$ cat src/rtl/pru_vga_scanout.sv
// ---------------------------------------------------------------------------
// pru_vga_scanout: VGA timing generator that scans a 2-bit PRU frame buffer.
// Rev 1.0
// ---------------------------------------------------------------------------
`default_nettype none

module pru_vga_scanout #(
   parameter int          H_ACTIVE = 640,
   parameter int          H_FP     = 16,
   parameter int          H_SYNC   = 96,
   parameter int          H_BP     = 48,
   parameter int          V_ACTIVE = 480,
   parameter int          V_FP     = 10,
   parameter int          V_SYNC   = 2,
   parameter int          V_BP     = 33,
   parameter logic [95:0] PALETTE  = 96'h000000_FF0000_00FF00_FFFFFF
) (
   input  logic        clk,
   input  logic        rst_n,
   input  logic        en,
   output logic [18:0] re_addr,
   input  logic [1:0]  rd_data,
   output logic [23:0] rgb,
   output logic        de,
   output logic        hsync_n,
   output logic        vsync_n,
   output logic        frame_start
);

   localparam int H_TOTAL = H_ACTIVE + H_FP + H_SYNC + H_BP;
   localparam int V_TOTAL = V_ACTIVE + V_FP + V_SYNC + V_BP;
   localparam int HW      = $clog2(H_TOTAL);
   localparam int VW      = $clog2(V_TOTAL);

   localparam logic [HW-1:0] H_LAST = HW'(H_TOTAL - 1);
   localparam logic [HW-1:0] H_ACT  = HW'(H_ACTIVE);
   localparam logic [HW-1:0] HS_BEG = HW'(H_ACTIVE + H_FP);
   localparam logic [HW-1:0] HS_END = HW'(H_ACTIVE + H_FP + H_SYNC);
   localparam logic [VW-1:0] V_LAST = VW'(V_TOTAL - 1);
   localparam logic [VW-1:0] V_ACT  = VW'(V_ACTIVE);
   localparam logic [VW-1:0] VS_BEG = VW'(V_ACTIVE + V_FP);
   localparam logic [VW-1:0] VS_END = VW'(V_ACTIVE + V_FP + V_SYNC);

   typedef enum logic [0:0] {
      IDLE = 1'b0,
      SCAN = 1'b1
   } state_t;

   state_t         state_q, state_d;
   logic [HW-1:0]  h_q, h_d;
   logic [VW-1:0]  v_q, v_d;
   logic [18:0]    addr_q, addr_d;

   logic           line_end_w, frame_end_w;
   logic           vis_w, hs_act_w, vs_act_w, fs_w;
   logic [23:0]    pal_w;

   // Stage 1 carries position-derived flags alongside the memory read.
   logic           de1_q, hs1_q, vs1_q, fs1_q;
   logic [23:0]    rgb_q;
   logic           de_q, hs_q, vs_q, fs_q;

   assign line_end_w  = (h_q == H_LAST);
   assign frame_end_w = line_end_w && (v_q == V_LAST);

   assign vis_w    = (state_q == SCAN) && (h_q < H_ACT) && (v_q < V_ACT);
   assign hs_act_w = (state_q == SCAN) && (h_q >= HS_BEG) && (h_q < HS_END);
   assign vs_act_w = (state_q == SCAN) && (v_q >= VS_BEG) && (v_q < VS_END);
   assign fs_w     = (state_q == SCAN) && (h_q == '0) && (v_q == '0);

   always_comb begin
      state_d = state_q;
      h_d     = h_q;
      v_d     = v_q;
      addr_d  = addr_q;
      case (state_q)
         IDLE: begin
            h_d    = '0;
            v_d    = '0;
            addr_d = '0;
            if (en) begin
               state_d = SCAN;
            end
         end
         default: begin
            h_d = line_end_w ? '0 : h_q + HW'(1);
            if (line_end_w) begin
               v_d = frame_end_w ? '0 : v_q + VW'(1);
            end
            if (frame_end_w && !en) begin
               state_d = IDLE;
            end
            // Address only advances on entry to a visible position, so it
            // holds the last fetched pixel through every blanking interval.
            if (frame_end_w) begin
               addr_d = '0;
            end else if ((h_d < H_ACT) && (v_d < V_ACT)) begin
               addr_d = addr_q + 19'd1;
            end
         end
      endcase
   end

   always_comb begin
      pal_w = '0;
      case (rd_data)
         2'd0:    pal_w = PALETTE[23:0];
         2'd1:    pal_w = PALETTE[47:24];
         2'd2:    pal_w = PALETTE[71:48];
         default: pal_w = PALETTE[95:72];
      endcase
   end

   always_ff @(posedge clk) begin
      if (!rst_n) begin
         state_q <= IDLE;
         h_q     <= '0;
         v_q     <= '0;
         addr_q  <= '0;
         de1_q   <= 1'b0;
         hs1_q   <= 1'b1;
         vs1_q   <= 1'b1;
         fs1_q   <= 1'b0;
         rgb_q   <= '0;
         de_q    <= 1'b0;
         hs_q    <= 1'b1;
         vs_q    <= 1'b1;
         fs_q    <= 1'b0;
      end else begin
         state_q <= state_d;
         h_q     <= h_d;
         v_q     <= v_d;
         addr_q  <= addr_d;
         de1_q   <= vis_w;
         hs1_q   <= ~hs_act_w;
         vs1_q   <= ~vs_act_w;
         fs1_q   <= fs_w;
         rgb_q   <= de1_q ? pal_w : 24'h000000;
         de_q    <= de1_q;
         hs_q    <= hs1_q;
         vs_q    <= vs1_q;
         fs_q    <= fs1_q;
      end
   end

   assign re_addr     = addr_q;
   assign rgb         = rgb_q;
   assign de          = de_q;
   assign hsync_n     = hs_q;
   assign vsync_n     = vs_q;
   assign frame_start = fs_q;

endmodule

`default_nettype wire

$ cat config.mk
export PLATFORM = sky130hd
export DESIGN_NAME = pru_vga_scanout
export DESIGN_NICKNAME = d
export VERILOG_FILES = /design/src/rtl/pru_vga_scanout.sv
export SDC_FILE = /design/constraint.sdc
export NUM_CORES = 1
export LEC_CHECK = 0
export ABC_CLOCK_PERIOD_IN_PS = 3600
export CAP_MARGIN = 10
export CORE_MARGIN = 2
export CORE_UTILIZATION = 45
export DETAILED_ROUTE_END_ITERATION = 8
export PLACE_DENSITY = 0.72
export SYNTH_ARGS = -nofsm -noshare
export SYNTH_HDL_FRONTEND = slang
export SYNTH_SLANG_ARGS = --single-unit
$ cat constraint.sdc
create_clock -name clk -period 3.6 [get_ports clk]
set_clock_uncertainty 0.1 [all_clocks]
set_input_delay 1.08 -clock clk [delete_from_list [all_inputs] [get_ports clk]]
set_output_delay 1.08 -clock clk [all_outputs]
set_load 0.01 [all_outputs]
==> metrics.yaml <==
max_stage_delay_ps: 660
finalPower_w: 0.001106
crit_chain: "ha_1 > and4_1 > a31oi_1 > o211a_1 > o311a_1 > or4_1 > a21oi_1"
setup.worst_path.class: "reg2reg"
post_cts_buffers: 0
status: "finished clean"
finalCritPeriodShare_pct: 84.10
grt_pass1_wl_mm: 10.08
fin_ws_ps: 572.3
synth_top_area_share_pct: 36.32
critPathTopFamily: "compound AO/OA/AOI/OAI gates"
drive_gt1_share_pct: 7.514
cts_htree_levels: 2
ir_drop_uv: 147.6
port_buffers: 51
die_area_mm2: 0.006896
cp-start-kind: "flip-flop"
syn_inst: 326
cp_data_arrival_time_ps: 3170
ys_warn_count: 0
path_max_fanout: 27
powerDensity_mw_per_mm2: 333.7
die_x_um: 83.04
drt_pass1_iterations: 4
dieHeight_um: 83.04
layout.nets: 355
yosys_register_bits: 51
synthTopCellsByArea: "dfxtp_1, buf_4, nand2_1, mux2i_1, nor4_2"
synth_xor_xnor_area_share_pct: 4.673
hold_viol_final: 0
rows: 28
rsz0062_at_grt: "false"
initial_core_util_pct: 46.93
clock_latency_ps: 310
vias: 2326
avgSynthCellArea_um2: 8.624
yosys.area_share.simple_pct: 33.69
p_leak_nw: 1.191
slew_headroom_pct: 31.34
vias_per_cell: 5.525
wire_per_inst_um: 13.57
synthAdderAreaFrac_pct: 2.225
gp_congestion: 0.8431
hpwl_mm: 3.969
crit_path_end_kind: "flip-flop"
setup_viol: 0
synthMuxAreaShare_pct: 4.272
yosysSeqAreaShare_pct: 36.32
hp-class: "reg2reg"
yosysTopAreaCell: "dfxtp_1"
min_period_ps: 3028
synthFlopType: "dfxtp_1"
required_ps: 3740
antenna_left: 0
grt_pass1_vias: 2118
dp_slack_ps: 522.3
timing.fmax_ghz: 0.3303
cts_tree: "built"
setup_tns_ps: 0
area_growth_pct: 17.89
drt_iter0_markers: 181
fill_cells: 557
wl_mm: 5.713
cts_hold_buf: 0
synth_edf_count: 0
synth-compound-area-share_pct: 7.966
synth_top_family_by_area: "simple AND/OR/NAND/NOR gates"
maxSlewViolCount: 0
boundaryPins: 52
grt_max_degree: 28
core-area_mm2: 0.005991
cp_num_buf_inv: 0
clk_pin_slew_worst_paths_ps: 100
ctsResizeCount: 0
syn_area_mm2: 0.002811
cts_sinks: 51
cts_root_buf: "clkbuf_8"
regArea_mm2: 0.001021
antenna_found_initial: 0
drcViolationCount: 0
synth_fp_nets: 336
ys_types: 43
cts_max_path_buffers: 2
cp_slowest_cell: "o311a_1"
worst_pin_slew_ps: 1030
grt-ovfl-total: 0
cts_made_buffers: 5
track_usage_pct: 17.35
multiInputGateArea_mm2: 0.001485
synth-async-reset-ratio_pct: 0
cap_violations: 0
diodes: 0
layout make-up:
type | instances | share of cell area, %
multi-input cells | 223 | 44.81
flip-flops and latches | 51 | 30.80
repair buffers | 55 | 16.42
well taps | 75 | 2.831
clock buffers | 5 | 2.076
clock inverters | 3 | 2.039
inverters | 9 | 1.019
metrics by stage:
| stage | utilization [%] | instances | hold WS, ps | area, µm² |
|---|---|---|---|---|
| 2_1_floorplan | - | 326 | 286.3 | 2811 |
| 3_3_place_gp | 52.86 | 412 | 292.1 | 3167 |
| 3_5_place_dp | 52.86 | 412 | 296.8 | 3167 |
| 4_1_cts | 55.14 | 420 | 320.4 | 3303 |
| 5_1_grt | 55.33 | 421 | 341.4 | 3314 |
| 6_report | 55.33 | 421 | 315.8 | 3314 |
worst paths after layout:
path               start          end  slack (ps)  depth (start not counted)
setup reg to reg  h_q[0]  re_addr[10]         570                          7
setup / recovery  h_q[0]  re_addr[10]         570                          7
hold / removal     hs1_q      hsync_n         320                          1
hold reg to reg    hs1_q      hsync_n         320                          1
per-layer routing:
metal	track usage [%]	part of all wire [%]	vias up
met3	3.877	4.6	6
met1	22.74	46	1084
met5	0	0	-
met2	28.45	48	64
met4	5.365	1.3	0
li1	-	-	1172
sequential cells by signal, indices dropped and copies added, names as in the netlist:
| signal | count |
|---|---|
| h_q | 10 |
| frame_start | 1 |
| hs1_q | 1 |
| re_addr | 19 |
| vs1_q | 1 |
| v_q | 10 |
| rgb | 3 |
| state_q | 1 |
| fs1_q | 1 |
| vsync_n | 1 |
| de1_q | 1 |
| de | 1 |
| hsync_n | 1 |
Yosys cell counts (all sizes together), types with 2 or more instances:
cell / count
a21oi: 12
a31oi: 3
and2: 5
and3: 4
and4: 7
buf: 32
clkbuf: 11
dfxtp: 51
ha: 5
inv: 9
mux2i: 12
nand2: 36
nand2b: 13
nand3: 19
nand4: 12
nand4b: 2
nor2: 24
nor3: 6
nor4: 12
nor4b: 4
o21ai: 2
o31ai: 8
or3: 2
or4: 8
or4b: 2
xnor2: 6
xor2: 9
logic make-up (layout without fill, tap and decap cells):
family | Yosys count | count (layout)
AOI/OAI and AO/OA | 33 | 33
xor gates and xnor gates | 15 | 15
adders and majority gates | 5 | 5
buffers and inverters | 52 | 72
DFF | 51 | 51
muxes | 12 | 12
and+or+nand+nor | 158 | 158
placed cells by master (no fill, tap or decap), drive strengths merged, types with 2 or more instances in the layout:
cell	Yosys	final
a31oi	3	3
buf	32	4
or3	2	2
nor4b	4	4
dfxtp	51	51
nor4	12	12
ha	5	5
nor3	6	6
and4	7	7
and3	4	4
xnor2	6	6
a21oi	12	12
nand4b	2	2
nand2	36	36
clkdlybuf4s50	0	51
mux2i	12	12
or4	8	8
inv	9	9
bufinv	0	2
nand2b	13	13
nand4	12	12
clkbuf	11	5
o31ai	8	8
xor2	9	9
nand3	19	19
and2	5	5
or4b	2	2
o21ai	2	2
nor2	24	24
power breakdown:
part / internal [W] / switching (W)
combinational: 0.0000281 / 0.0000297
clock: 0.000277 / 0.000196
sequential: 0.000570 / 0.00000504
worst reg2reg max path: cells and delay by family (launching register included):
family	cells	cell delay, ps
AND/OR/NAND/NOR	2	980
flip-flops	1	400
adder cells (fa/ha/maj)	1	310
AO/OA/AOI/OAI	4	1180
(Power assumes the default switching activity.)
==> patch 1, RTL diff (config.mk and constraints unchanged) <==
The output `vsync_n` loses its register stage (`vs_q` becomes a continuous assignment).
--- a/src/rtl/pru_vga_scanout.sv
+++ b/src/rtl/pru_vga_scanout.sv
@@ -125,5 +125,4 @@
          de_q    <= 1'b0;
          hs_q    <= 1'b1;
-         vs_q    <= 1'b1;
          fs_q    <= 1'b0;
       end else begin
@@ -139,8 +138,9 @@
          de_q    <= de1_q;
          hs_q    <= hs1_q;
-         vs_q    <= vs1_q;
          fs_q    <= fs1_q;
       end
    end
+
+   assign vs_q = vs1_q;
 
    assign re_addr     = addr_q;
Function: no difference found for any inputs over 10 cycles, from zero or initial values and one cycle with rst_n low; that may be too few to reach the edited logic, so the function may still have changed.
==> patch 1 against the original RTL <==
  * Non-clock buffer count is 2 lower
  * Global-route usage down 0.49 points
  * Largest cell class unchanged
  * Hold slack improved by 0.0033 ns
  * Sequential share of layout area down 0.094 points
  * Total power fell by 9.2%
  * Sequential cell count is 1 lower
  * Final area is 1.7% lower
  * First-iteration DRC count down 25%
  * Routed wire length down 1.1%
  * Highest routed layer unchanged
  * Worst setup slack improved by 0.23 ns
  * Cell count grew 0.48%
  * Synthesized area is 0.31% higher
==> patch 1: results (changes against the original RTL) <==
* Status: completed
* Share of cells above drive strength 1 at 6.034% (-1.5 points)
* XOR/XNOR Fraction of Synth Area at 5.280% (+0.61 points)
* Final #Nets at 357 (+0.56%)
* Clock buf count at 7 (+2)
* Hold Path Class: flop to flop
* Crit Reg-Reg Endpoint: re_addr[0]
* Met3 usage at 4.076% (+0.20 points)
* Mux share of post-synthesis cell area at 5.013% (+0.74 points)
* R2R setup slack at 0.80 ns (+0.23 ns)
* Cell family with most CP delay: simple AND/OR/NAND/NOR gates
* Leakage power at 1.032 nW (-13%)
* Tcrit/Tclk final at 77.82% (-6.3 points)
* Starting DRC count in detailed routing at 135 (-25%)
* Grt met2 use at 28.59% (+0.15 points)
* Final weighted congestion in routability-driven placement at 0.8622 (+2.3%)
* Arrival time worst endpoint at 2.93 ns (-0.24 ns)
* DP HPWL at 4.098 mm (+3.3%)
* Vias in the first global route at 2199 (+3.8%)
* Fillers at 548 (-1.6%)
* Cell variety after synth at 52 (+21%)
* First-pass GRT wire length at 9.942 mm (-1.4%)
* Syn_nets at 340 (+1.2%)
* Clk slew on worst S/H paths at 0.09 ns
* CP peak stage delay at 0.52 ns (-0.14 ns)
* ClkCell Share at 3.263% (-0.85 points)
* Setup slack at placement at 0.5663 ns (+0.04394 ns)
* Met1 Track Usage GR at 21.34% (-1.4 points)
* Buffering overhead at 16.12% (-0.30 points)
* Routed length on met1 at 2.572 mm (-2.9%)
* Synth area leaders: dfxtp_1 (35%), buf_4 (6.4%), mux2i_1 (4.6%)
* Final wirelength at 5.652 mm (-1.1%)
* WHS Endpoint: hsync_n
* Routed vias at 2339 (+0.56%)
* R2R cell count at 8 (+1)
* Clk Latency, worst-skew pair at 0.29 ns (-0.02 ns)
* Non-clock buffer count in the final layout at 53 (-3.6%)
* DR WL met2 at 2.745 mm (+0.77%)
* Max FFs per register at 19 (unchanged)
* Sequential cells at 50 (-2.0%)
* Synth Area in Compound Gates at 8.163% (+0.20 points)
* Synth top cells by count: dfxtp_1 (50), nand2_1 (32), nor2_1 (29)
* Post-synthesis sequential area ratio at 35.49% (-0.82 points)
* Post-synthesis adder-cell area fraction at 2.218% (-0.0069 points)
* VDD IR-drop max at 203.8 uV (+38%)
* Multi-input gate area at 1499 sq um (+0.93%)
* CTS Root Cell: clkbuf_8
* Crit-path slowest cell: or4_1
* Met3 Wirelength at 292 um (+11%)
* Global Route Usage Sum at 16.86% (-0.49 points)
* Worst Tran Pin Value at 0.7631 ns (-0.2668 ns)
* Sequential cell area share at 30.71% (-0.094 points)
* Largest net degree at the start of global routing at 27 (-3.6%)
patch 1: cell types whose count changed after synthesis, sizes merged, moves of 3 or more:
| cell | change |
|---|---|
| a21oi | -3 |
| and4 | -4 |
| buf | +5 |
| clkbuf | -5 |
| nand2 | -4 |
| nand3 | -5 |
| nor2 | +5 |
patch 1: metrics by stage:
step                      util [%]  hold WS [ns]  instances  instance area (sq um)
after floorplan                  -        0.2863        330                   2820
after global placement       52.63        0.2901        415                   3153
after detailed placement     52.63        0.3022        415                   3153
after CTS                    54.41        0.3237        423                   3259
after global routing         54.41        0.3311        423                   3259
final                        54.41        0.3190        423                   3259
patch 1: power breakdown:
| group | internal, mW | switching (mW) |
|---|---|---|
| combinational | 0.0287 | 0.0288 |
| sequential | 0.559 | 0.00557 |
| clock | 0.208 | 0.174 |
patch 1: cells by family after synthesis:
family,after synthesis
buffers and inverters,52
muxes,14
adders and majority gates,5
DFF,50
and+or+nand+nor,162
AOI/OAI and AO/OA,30
xor gates and xnor gates,17
==> patch 2, RTL diff (config.mk and constraints unchanged) <==
Without the edit above. `V_BP`: 33 -> 66.
--- a/src/rtl/pru_vga_scanout.sv
+++ b/src/rtl/pru_vga_scanout.sv
@@ -13,5 +13,5 @@
    parameter int          V_FP     = 10,
    parameter int          V_SYNC   = 2,
-   parameter int          V_BP     = 33,
+   parameter int          V_BP     = 66,
    parameter logic [95:0] PALETTE  = 96'h000000_FF0000_00FF00_FFFFFF
 ) (
Check against the original RTL: no difference found for any inputs over 10 cycles, from zero or initial values and one cycle with rst_n low; that may be too few to reach the edited logic, so the function may still have changed.
==> patch 2 against the original RTL <==
  * Worst setup slack got worse by 0.099 ns
  * Synthesized area fell by 7.9%
  * Final area decreased by 6.2%
  * Total power shrank 6.9%
  * Routed wire length decreased by 6.8%
  * Combinational power fell by 9.3%
  * Hold slack lost 0.0010 ns
  * Fmax is 3.2% lower
  * Sequential power is essentially flat
  * Sequential cell count stayed put
==> patch 2: results (changes against the original RTL) <==
* Status: completed
* Cell variety after synth at 39 (-9.3%)
* CTS Root Cell: clkbuf_8
* CP peak stage delay at 0.64 ns (-0.02 ns)
* Arrival time worst endpoint at 3.28 ns (+0.11 ns)
* Post-DP Area at 2997 sq um (-5.4%)
* First-pass GRT wire length at 8.935 mm (-11%)
* Initial antenna violation count at 0 (unchanged)
* Headroom to the max-slew limit at 65.09% (+34 points)
* Hold Path Class: flop to flop
* Crit Reg-Reg Startpoint: h_q[0]
* Synth Register Bits at 51 (unchanged)
* Routed vias at 2214 (-4.8%)
* Crit Reg-Reg Endpoint: re_addr[18]
* Fillers at 526 (-5.6%)
* CTS resizes at 0 (unchanged)
* Largest net degree at the start of global routing at 34 (+21%)
* Post-synthesis sequential area ratio at 39.42% (+3.1 points)
* Syn_nets at 315 (-6.3%)
* DP HPWL at 3.904 mm (-1.6%)
* Min Hold Slack at 0.3147 ns (-0.001039 ns)
* Clk slew on worst S/H paths at 0.09 ns
* R2R cell count at 8 (+1)
* Setup slack at placement at 0.5060 ns (-0.01636 ns)
* Cell family with most CP delay: simple AND/OR/NAND/NOR gates
* WHS Endpoint: vsync_n
* R2R setup slack at 0.47 ns (-0.10 ns)
* Starting DRC count in detailed routing at 128 (-29%)
* Port Buffers at 51 (unchanged)
* Crit-path slowest cell: or4_1
* Global Route Usage Sum at 17.69% (+0.34 points)
* Synth top cells by count: dfxtp_1 (51), nor2_1 (26), buf_4 (22)
* Max clock buf depth at 2 (unchanged)
* Max FFs per register at 19 (unchanged)
* Initial DRT Pass Iterations at 4 (unchanged)
* Share of cells above drive strength 1 at 4.805% (-2.7 points)
* Vias in the first global route at 1916 (-9.5%)
* CTS H-tree lvls at 2 (unchanged)
* Cts bufs inserted at 5 (unchanged)
* Ys flop type: dfxtp_1
* CP max FO at 33 (+22%)
* ANT cells at 0 (unchanged)
* Final weighted congestion in routability-driven placement at 0.8374 (-0.68%)
* Ys async rst share at 0% (unchanged)
* Postcts setup bufs at 0 (unchanged)
* Hold Crit Depth at 1 (unchanged)
* Hold path start: vs1_q
* Final wirelength at 5.324 mm (-6.8%)
* Leakage power at 1.019 nW (-14%)
* Synth area leaders: dfxtp_1 (39%), buf_4 (6.4%), a21oi_1 (4.1%)
* Clk Latency, worst-skew pair at 0.32 ns
* Syn. warnings at 0 (unchanged)
* Final #Nets at 343 (-3.4%)
* VDD IR-drop max at 330.0 uV (+120%)
## patch 2: changes by cell type after synthesis, sizes merged, moves of 3 or more
cell    change
mux2i      -12
nand2      -16
clkbuf      -6
and4        -4
nand2b      -8
o21a        +3
o31ai       +4
or3        +11
o21ai      +10
xnor2       +3
a21oi       +9
nor4        -9
or4         +3
buf         -5
## patch 2: stage by stage
step                      power, mW  std cells
final                         1.030        405
after global routing          1.068        405
after CTS                     1.042        405
after detailed placement     0.6423        397
after global placement       0.6414        397
after floorplan              0.6168        304
## patch 2: final cells by class
type                    count  area [sq um]  share of cell area [%]
clock buffers               5         68.82                   2.213
flip-flops and latches     51          1021                   32.84
inverters                  11         41.29                   1.328
clock inverters             3         43.79                   1.408
repair buffers             53         538.0                   17.30
multi-input cells         210          1306                   42.01
well taps                  72         90.09                   2.897
## patch 2: kinds of logic after synthesis
kind of cell,count (synthesis),synth area share [%]
AND/OR/NAND/NOR,133,28.94
adder cells (fa/ha/maj),6,2.898
AO/OA/AOI/OAI,55,13.19
flip-flops,51,39.42
XOR/XNOR,16,5.411
buffers and inverters,43,10.14
## patch 2: per-layer routing
layer,part of all wire (%),global-route usage (%),up-vias
met5,0,0,-
met4,1.2,5.085,0
met3,6.0,4.977,6
met2,45,29.16,54
met1,47,22.56,1033
li1,-,-,1121
## patch 2: worst max path at each step
stage,start,endpoint,slack (ns),depth (start not counted)
2_1_floorplan,h_q[0],re_addr[17],1.13,10
3_3_place_gp,h_q[0],re_addr[18],0.60,8
3_5_place_dp,h_q[0],re_addr[18],0.51,8
4_1_cts,h_q[0],re_addr[18],0.48,8
5_1_grt,h_q[0],re_addr[9],0.20,8
6_report,h_q[0],re_addr[18],0.47,8
## patch 2: where the power goes
group | switching [mW] | internal (mW)
clock network | 0.195 | 0.207
registers | 0.00539 | 0.570
logic | 0.0256 | 0.0268
## patch 2: worst reg2reg max path, delay by kind of cell (launching register included)
kind	cells	cell delay [ns]
AND/OR/NAND/NOR	4	1.77
AO/OA/AOI/OAI	3	0.58
adder cells (fa/ha/maj)	1	0.22
flip-flops	1	0.40
